--- src/rtl/arith_result_queue.sv ---
// In-order result queue for the 16-bit arithmetic unit, with sticky status flags,
// an accepted-operation counter and a saturating error counter.
module arith_result_queue #(
    parameter int unsigned DEPTH = 4,
    parameter int unsigned WIDTH = 16
) (
    input  logic                     clk,
    input  logic                     rst_n,
    input  logic                     in_valid,
    output logic                     in_ready,
    input  logic [1:0]               in_sel_arith,
    input  logic [WIDTH-1:0]         in_result,
    input  logic [WIDTH-1:0]         in_upper,
    input  logic [WIDTH-1:0]         in_remainder,
    input  logic [3:0]               in_flags,
    output logic                     out_valid,
    input  logic                     out_ready,
    output logic [1:0]               out_sel_arith,
    output logic [WIDTH-1:0]         out_result,
    output logic [WIDTH-1:0]         out_upper,
    output logic [WIDTH-1:0]         out_remainder,
    output logic [3:0]               out_flags,
    output logic [$clog2(DEPTH):0]   count,
    output logic [3:0]               sticky_flags,
    input  logic                     sticky_clear,
    output logic [15:0]              op_count,
    output logic [7:0]               err_count
);

    localparam int unsigned PtrW = $clog2(DEPTH);
    localparam int unsigned CntW = PtrW + 1;
    localparam int unsigned EntW = 2 + 3 * WIDTH + 4;
    localparam logic [CntW-1:0] CntFull = CntW'(DEPTH);

    logic [EntW-1:0] mem_q [DEPTH];
    logic [PtrW-1:0] wr_ptr_q, wr_ptr_d;
    logic [PtrW-1:0] rd_ptr_q, rd_ptr_d;
    logic [CntW-1:0] count_q, count_d;
    logic [3:0]      sticky_q, sticky_d;
    logic [15:0]     op_cnt_q, op_cnt_d;
    logic [7:0]      err_cnt_q, err_cnt_d;
    logic            push, pop;

    // Handshake decodes depend only on registered occupancy.
    assign in_ready  = (count_q != CntFull);
    assign out_valid = (count_q != '0);
    assign push      = in_valid && in_ready;
    assign pop       = out_valid && out_ready;

    assign {out_sel_arith, out_result, out_upper, out_remainder, out_flags} = mem_q[rd_ptr_q];
    assign count        = count_q;
    assign sticky_flags = sticky_q;
    assign op_count     = op_cnt_q;
    assign err_count    = err_cnt_q;

    always_comb begin
        wr_ptr_d  = wr_ptr_q;
        rd_ptr_d  = rd_ptr_q;
        count_d   = count_q;
        sticky_d  = sticky_q;
        op_cnt_d  = op_cnt_q;
        err_cnt_d = err_cnt_q;

        if (push) begin
            wr_ptr_d = wr_ptr_q + PtrW'(1);
        end
        if (pop) begin
            rd_ptr_d = rd_ptr_q + PtrW'(1);
        end

        unique case ({push, pop})
            2'b10:   count_d = count_q + CntW'(1);
            2'b01:   count_d = count_q - CntW'(1);
            default: count_d = count_q;
        endcase

        // A clear coinciding with a push keeps the new entry's flags.
        if (push) begin
            sticky_d = (sticky_clear ? 4'b0000 : sticky_q) | in_flags;
        end else if (sticky_clear) begin
            sticky_d = 4'b0000;
        end

        if (push) begin
            op_cnt_d = op_cnt_q + 16'd1;
            if ((in_flags[1] || in_flags[0]) && (err_cnt_q != 8'hFF)) begin
                err_cnt_d = err_cnt_q + 8'd1;
            end
        end
    end

    always_ff @(posedge clk) begin
        if (!rst_n) begin
            for (int i = 0; i < int'(DEPTH); i++) begin
                mem_q[i] <= '0;
            end
            wr_ptr_q  <= '0;
            rd_ptr_q  <= '0;
            count_q   <= '0;
            sticky_q  <= '0;
            op_cnt_q  <= '0;
            err_cnt_q <= '0;
        end else begin
            if (push) begin
                mem_q[wr_ptr_q] <= {in_sel_arith, in_result, in_upper, in_remainder, in_flags};
            end
            wr_ptr_q  <= wr_ptr_d;
            rd_ptr_q  <= rd_ptr_d;
            count_q   <= count_d;
            sticky_q  <= sticky_d;
            op_cnt_q  <= op_cnt_d;
            err_cnt_q <= err_cnt_d;
        end
    end

endmodule

--- config.mk ---
export PLATFORM = sky130hd
export DESIGN_NAME = arith_result_queue
export DESIGN_NICKNAME = d
export VERILOG_FILES = /design/src/rtl/arith_result_queue.sv
export SDC_FILE = /design/constraint.sdc
export NUM_CORES = 1
export LEC_CHECK = 0
export ABC_AREA = 0
export BUFFER_PORTS_ARGS = -buffer_cell sky130_fd_sc_hd__buf_2
export CORE_MARGIN = 1
export CORE_UTILIZATION = 37
export DETAILED_ROUTE_END_ITERATION = 6
export GPL_ROUTABILITY_DRIVEN = 0
export SKIP_CTS_REPAIR_TIMING = 1
export SLEW_MARGIN = 20
export SYNTH_ARGS = -nofsm -noshare
export SYNTH_HDL_FRONTEND = slang
export SYNTH_SLANG_ARGS = --single-unit
--- constraint.sdc ---
create_clock -name clk -period 7.15 [get_ports clk]
set_clock_uncertainty 0.15 [all_clocks]
set_input_delay 1.7875 -clock clk [delete_from_list [all_inputs] [get_ports clk]]
set_output_delay 1.7875 -clock clk [all_outputs]
set_load 0.01 [all_outputs]
### Word-level counts from Yosys, hierarchy flattened

Memories as Yosys holds them, arrays and structs flattened. A register that Yosys moved wholly into a read port is not among the register bits.
Index checks and enable logic that the tools add are counted.

| cells by class | value |
|---|---|
| add/sub/neg operators | 6 |
| eq/ne operators | 4 |
| mux-type cells | 12 |
| bitwise operators | 1 |
| reduce and logical (&&, ||, !) cells | 8 |

Operator list:

| cell | number |
|---|---|
| 2-to-1 mux 54 bit | 1 |
| OR reduction 54 bit | 1 |
| adder 16 x 1 -> 16 bit (second input constant) | 1 |
| adder 8 x 1 -> 8 bit (second input constant) | 1 |
| 2-to-1 mux 4 bit | 2 |
| != test 8 bit (second input constant) | 1 |
| 2-to-1 mux 2 bit | 3 |
| one-hot mux 3 bit (2 select lines) | 1 |
| 2-to-1 mux 1 bit | 5 |
| adder 2 x 1 -> 2 bit (second input constant) | 2 |
| bitwise OR 4 bit | 1 |
| adder 3 x 1 -> 3 bit (second input constant) | 1 |
| logical AND 1 bit | 3 |
| != test 3 bit (second input constant) | 1 |
| nonzero test 3 bit | 1 |
| subtractor 3 x 1 -> 3 bit (second input constant) | 1 |
| equality test 2 x 1 -> 1 bit (second input constant) | 1 |
| equality test 2 bit (second input constant) | 1 |
| AND reduction 2 bit | 1 |
| nonzero test 2 bit | 1 |
| logical OR 1 bit | 1 |

| word-level totals | value |
|---|---|
| flip-flop bits (word level) | 35 |
| bits in writable memories | 216 |
| output and inout port bits | 87 |
| logic and storage cells | 38 |
| memories kept | 1 |

Memories:

| memory | words | bits a word | rd ports | clocked after Yosys merged registers in | write ports | line | source |
|---|---|---|---|---|---|---|---|
| mem_q | 4 | 54 | 1 | 1 | 4 | 35 | `logic [EntW-1:0] mem_q [DEPTH];` |

### Logic depth before layout (Yosys ltp)

| depth | value |
|---|---|
| depth after elaboration | 7 |
| mapped depth | 9 |

### Least setup slack after synthesis

No wires, ideal clock.

| path | value |
|---|---|
| path type | input port to flip-flop |
| from | input in_valid |
| to | memory mem_q[1][0] (netlist name) (enable) |
| arrival | 5.910 ns |
| path slack | 0.549 ns |
| stages | 3 |
| buffers on the path | 1 |
| path through | buf_2 -> nand2_2 -> o21ai_0 |

RTL lines:

| what | line | source |
|---|---|---|
| from (decl) | 9 | `input logic in_valid,` |
| to (decl) | 35 |  |

==> impl_metrics.ini <==
[final_layout]
multi_input_area_mm2 = 0.003088
filler_cell_count = 2579
syn2layout_area_growth_pct = 17.28
nets = 969
drive_above_1_share_pct = 27.71
insertedDiodeCount = 0
regArea_mm2 = 0.007234

[global_route]
antenna_found_initial = 1
grt_pass1_vias = 6443
grt.total_usage_pct = 15.73
grt_first_pass_wirelength_mm = 35.13
grt_overflow = 0
grt_max_degree = 56

[route]
ant_nets = 0
wl_met2_mm = 11.56
dr.pass1.iters = 4
vias = 6301
wl_per_cell_um = 17.58
top_layer_used = met5
drt-initial-drc-count = 334
drc = 0
wl_met1_mm = 9.599
wl_met3_mm = 1.405
routed_wl_mm = 22.89
routed_via_density = 4.839

[synthesis]
ys_warn_count = 0
synth_edf_count = 216
synth_nets = 829
ys_top_cells_by_count = edfxtp_1, nor2_1, nand2_1
synth_top_area_share_pct = 60.43
synthCells = 766
yosysTopAreaCell = edfxtp_1
ys_types = 42
ys_seq_area_share_pct = 67.34
syn_area_mm2 = 0.01073
yosys.cell_count.top_type = edfxtp_1
synthArstFlopShare_pct = 0
ys_seq_elements = 253
synth_ff_type = edfxtp_1
synthTopCellsByArea = edfxtp_1, mux4_2, dfxtp_1, nor2_1, and2_1
syn_avg_cell_area_um2 = 14.01

[timing]
hold_violations = 0
final.period_utilization_pct = 64.37
rsz0062_at_grt = false
max_slew_margin_pct = 27.83
setup_violations = 0
worst_slew_pin_slew_ns = 1.081
slew_viol_final = 0
setup_tns_ns = 0
fmax_mhz = 217.3
min_period_ns = 4.602

[cts]
clockBufferDepth = 3
clk_latency_ns = 0.51
cts_max_level = 1
root_buffer = clkbuf_16
cts_tree = yes
cts.sinks = 253
tritoncts.num_buffers = 27
cts.clk_slew.worst_paths_ns = 0.06

[die]
fp.dieArea_mm2 = 0.02969
start_util_pct = 38.11
rows = 61
die_h_um = 172.3
die_width_um = 172.3
coreArea_mm2 = 0.02816
pin_count = 146

[power]
vdd_ir_drop_max_mv = 0.1943
finalPower_mw = 3.956
p_per_area_mw_per_mm2 = 314.3
power_leakage_nw = 5.023

[place]
hpwl_mm = 12.50
portBuffers = 145

[critical_path]
worst-setup-path-type = reg -> out
worst-endpoint-required_ns = 5.21
cpPeakStageDelay_ns = 0.71
critPathLaunchType = register
cp_num_buf_inv = 2
crit_path_end_kind = output port
slowest_stage = dfxtp_4
path_delay_family = buffers and inverters
crit_chain = buf_4 > mux4_2 > buf_2
cp_max_fo = 29
arrival_ns = 2.66

[status]
outcome = completed

[run]
drv_cap = 0

[worst_hold_path]
hold_class = reg -> reg
worst paths after layout:
kind / startpoint / endpoint / slack (ns) / depth (start not counted)
setup / recovery: register / out_result[8] / 2.55 / 3
setup reg to reg: count[0]$_SDFFE_PN0P_ / mem_q[0][28]$_SDFFCE_PN0P_ / 4.03 / 6
hold / removal: sticky_flags[1]$_SDFF_PN0_ / sticky_flags[1]$_SDFF_PN0_ / 0.30 / 2
hold reg to reg: sticky_flags[1]$_SDFF_PN0_ / sticky_flags[1]$_SDFF_PN0_ / 0.30 / 2
logic make-up after synthesis:
logic type      Yosys count  synth area share [%]
xor+xnor                 14                 1.142
compound gates           35                 1.924
simple gates            299                 13.21
mux                      56                 11.52
flops                   253                 67.34
fa+ha+maj                 4                0.5363
buf+inv                 105                 4.337
tightest hold or removal path, stage by stage (launching register included):
cell and delay (ns):
dfxtp_1 0.31, nand2_1 0.05, nand2_1 0.04
metrics by stage:
stage / hold slack (ns) / std cells / worst slack [ns] / cell area [um2] / util, %
floorplan: 0.3166 / 766 / 0.5494 / 10730 / -
global placement: 0.2788 / 1255 / 2.159 / 11820 / 41.96
detailed placement: 0.2870 / 1255 / 2.140 / 11820 / 41.96
CTS: 0.2989 / 1302 / 2.423 / 12590 / 44.69
global route: 0.3302 / 1302 / 2.303 / 12590 / 44.69
finish: 0.2963 / 1302 / 2.548 / 12590 / 44.69
registers in the layout, summed over array words and instances (netlist names), named ones only:
register	flops
op_count	16
err_count	8
count	3
rd_ptr_q	2
wr_ptr_q	2
sticky_flags	4
mem_q	216
cell type report:
cell class / count / share of cell area (%)
inverter: 63 / 1.879
clock buffer: 38 / 5.775
multi-input combinational: 408 / 24.53
timing repair buffer: 153 / 6.243
clock inverter: 9 / 0.3380
sequential: 253 / 57.48
tap: 378 / 3.757
per-layer routing:
layer | global-route usage (%) | up-vias
li1 | - | 3006
met1 | 20.20 | 3109
met2 | 27.37 | 156
met3 | 3.319 | 28
met4 | 3.232 | 2
met5 | 0 | -
layout by cell type (no fill, tap or decap), drive strengths merged, types with 2 or more instances in the layout:
master,count
nand2b,5
clkinv,8
nand4,4
inv,64
mux4,54
a21oi,15
and4,4
or3,6
or4,7
and3,3
mux2i,2
edfxtp,216
clkbuf,38
ha,3
xnor2,3
nor2,125
o21ai,9
xor2,11
buf,153
nor4,3
nand3,10
o31ai,7
dfxtp,37
nand2,74
and2,54
power by group:
part           leakage, nW  switching [mW]  internal [mW]  total (mW)
Sequential            2.55           0.116           1.78        1.90
Combinational         2.10           0.445          0.384       0.828
Clock                0.376           0.529          0.703        1.23
Total                 5.02            1.09           2.87        3.96
Note: power is estimated with default switching activity, not from simulation.
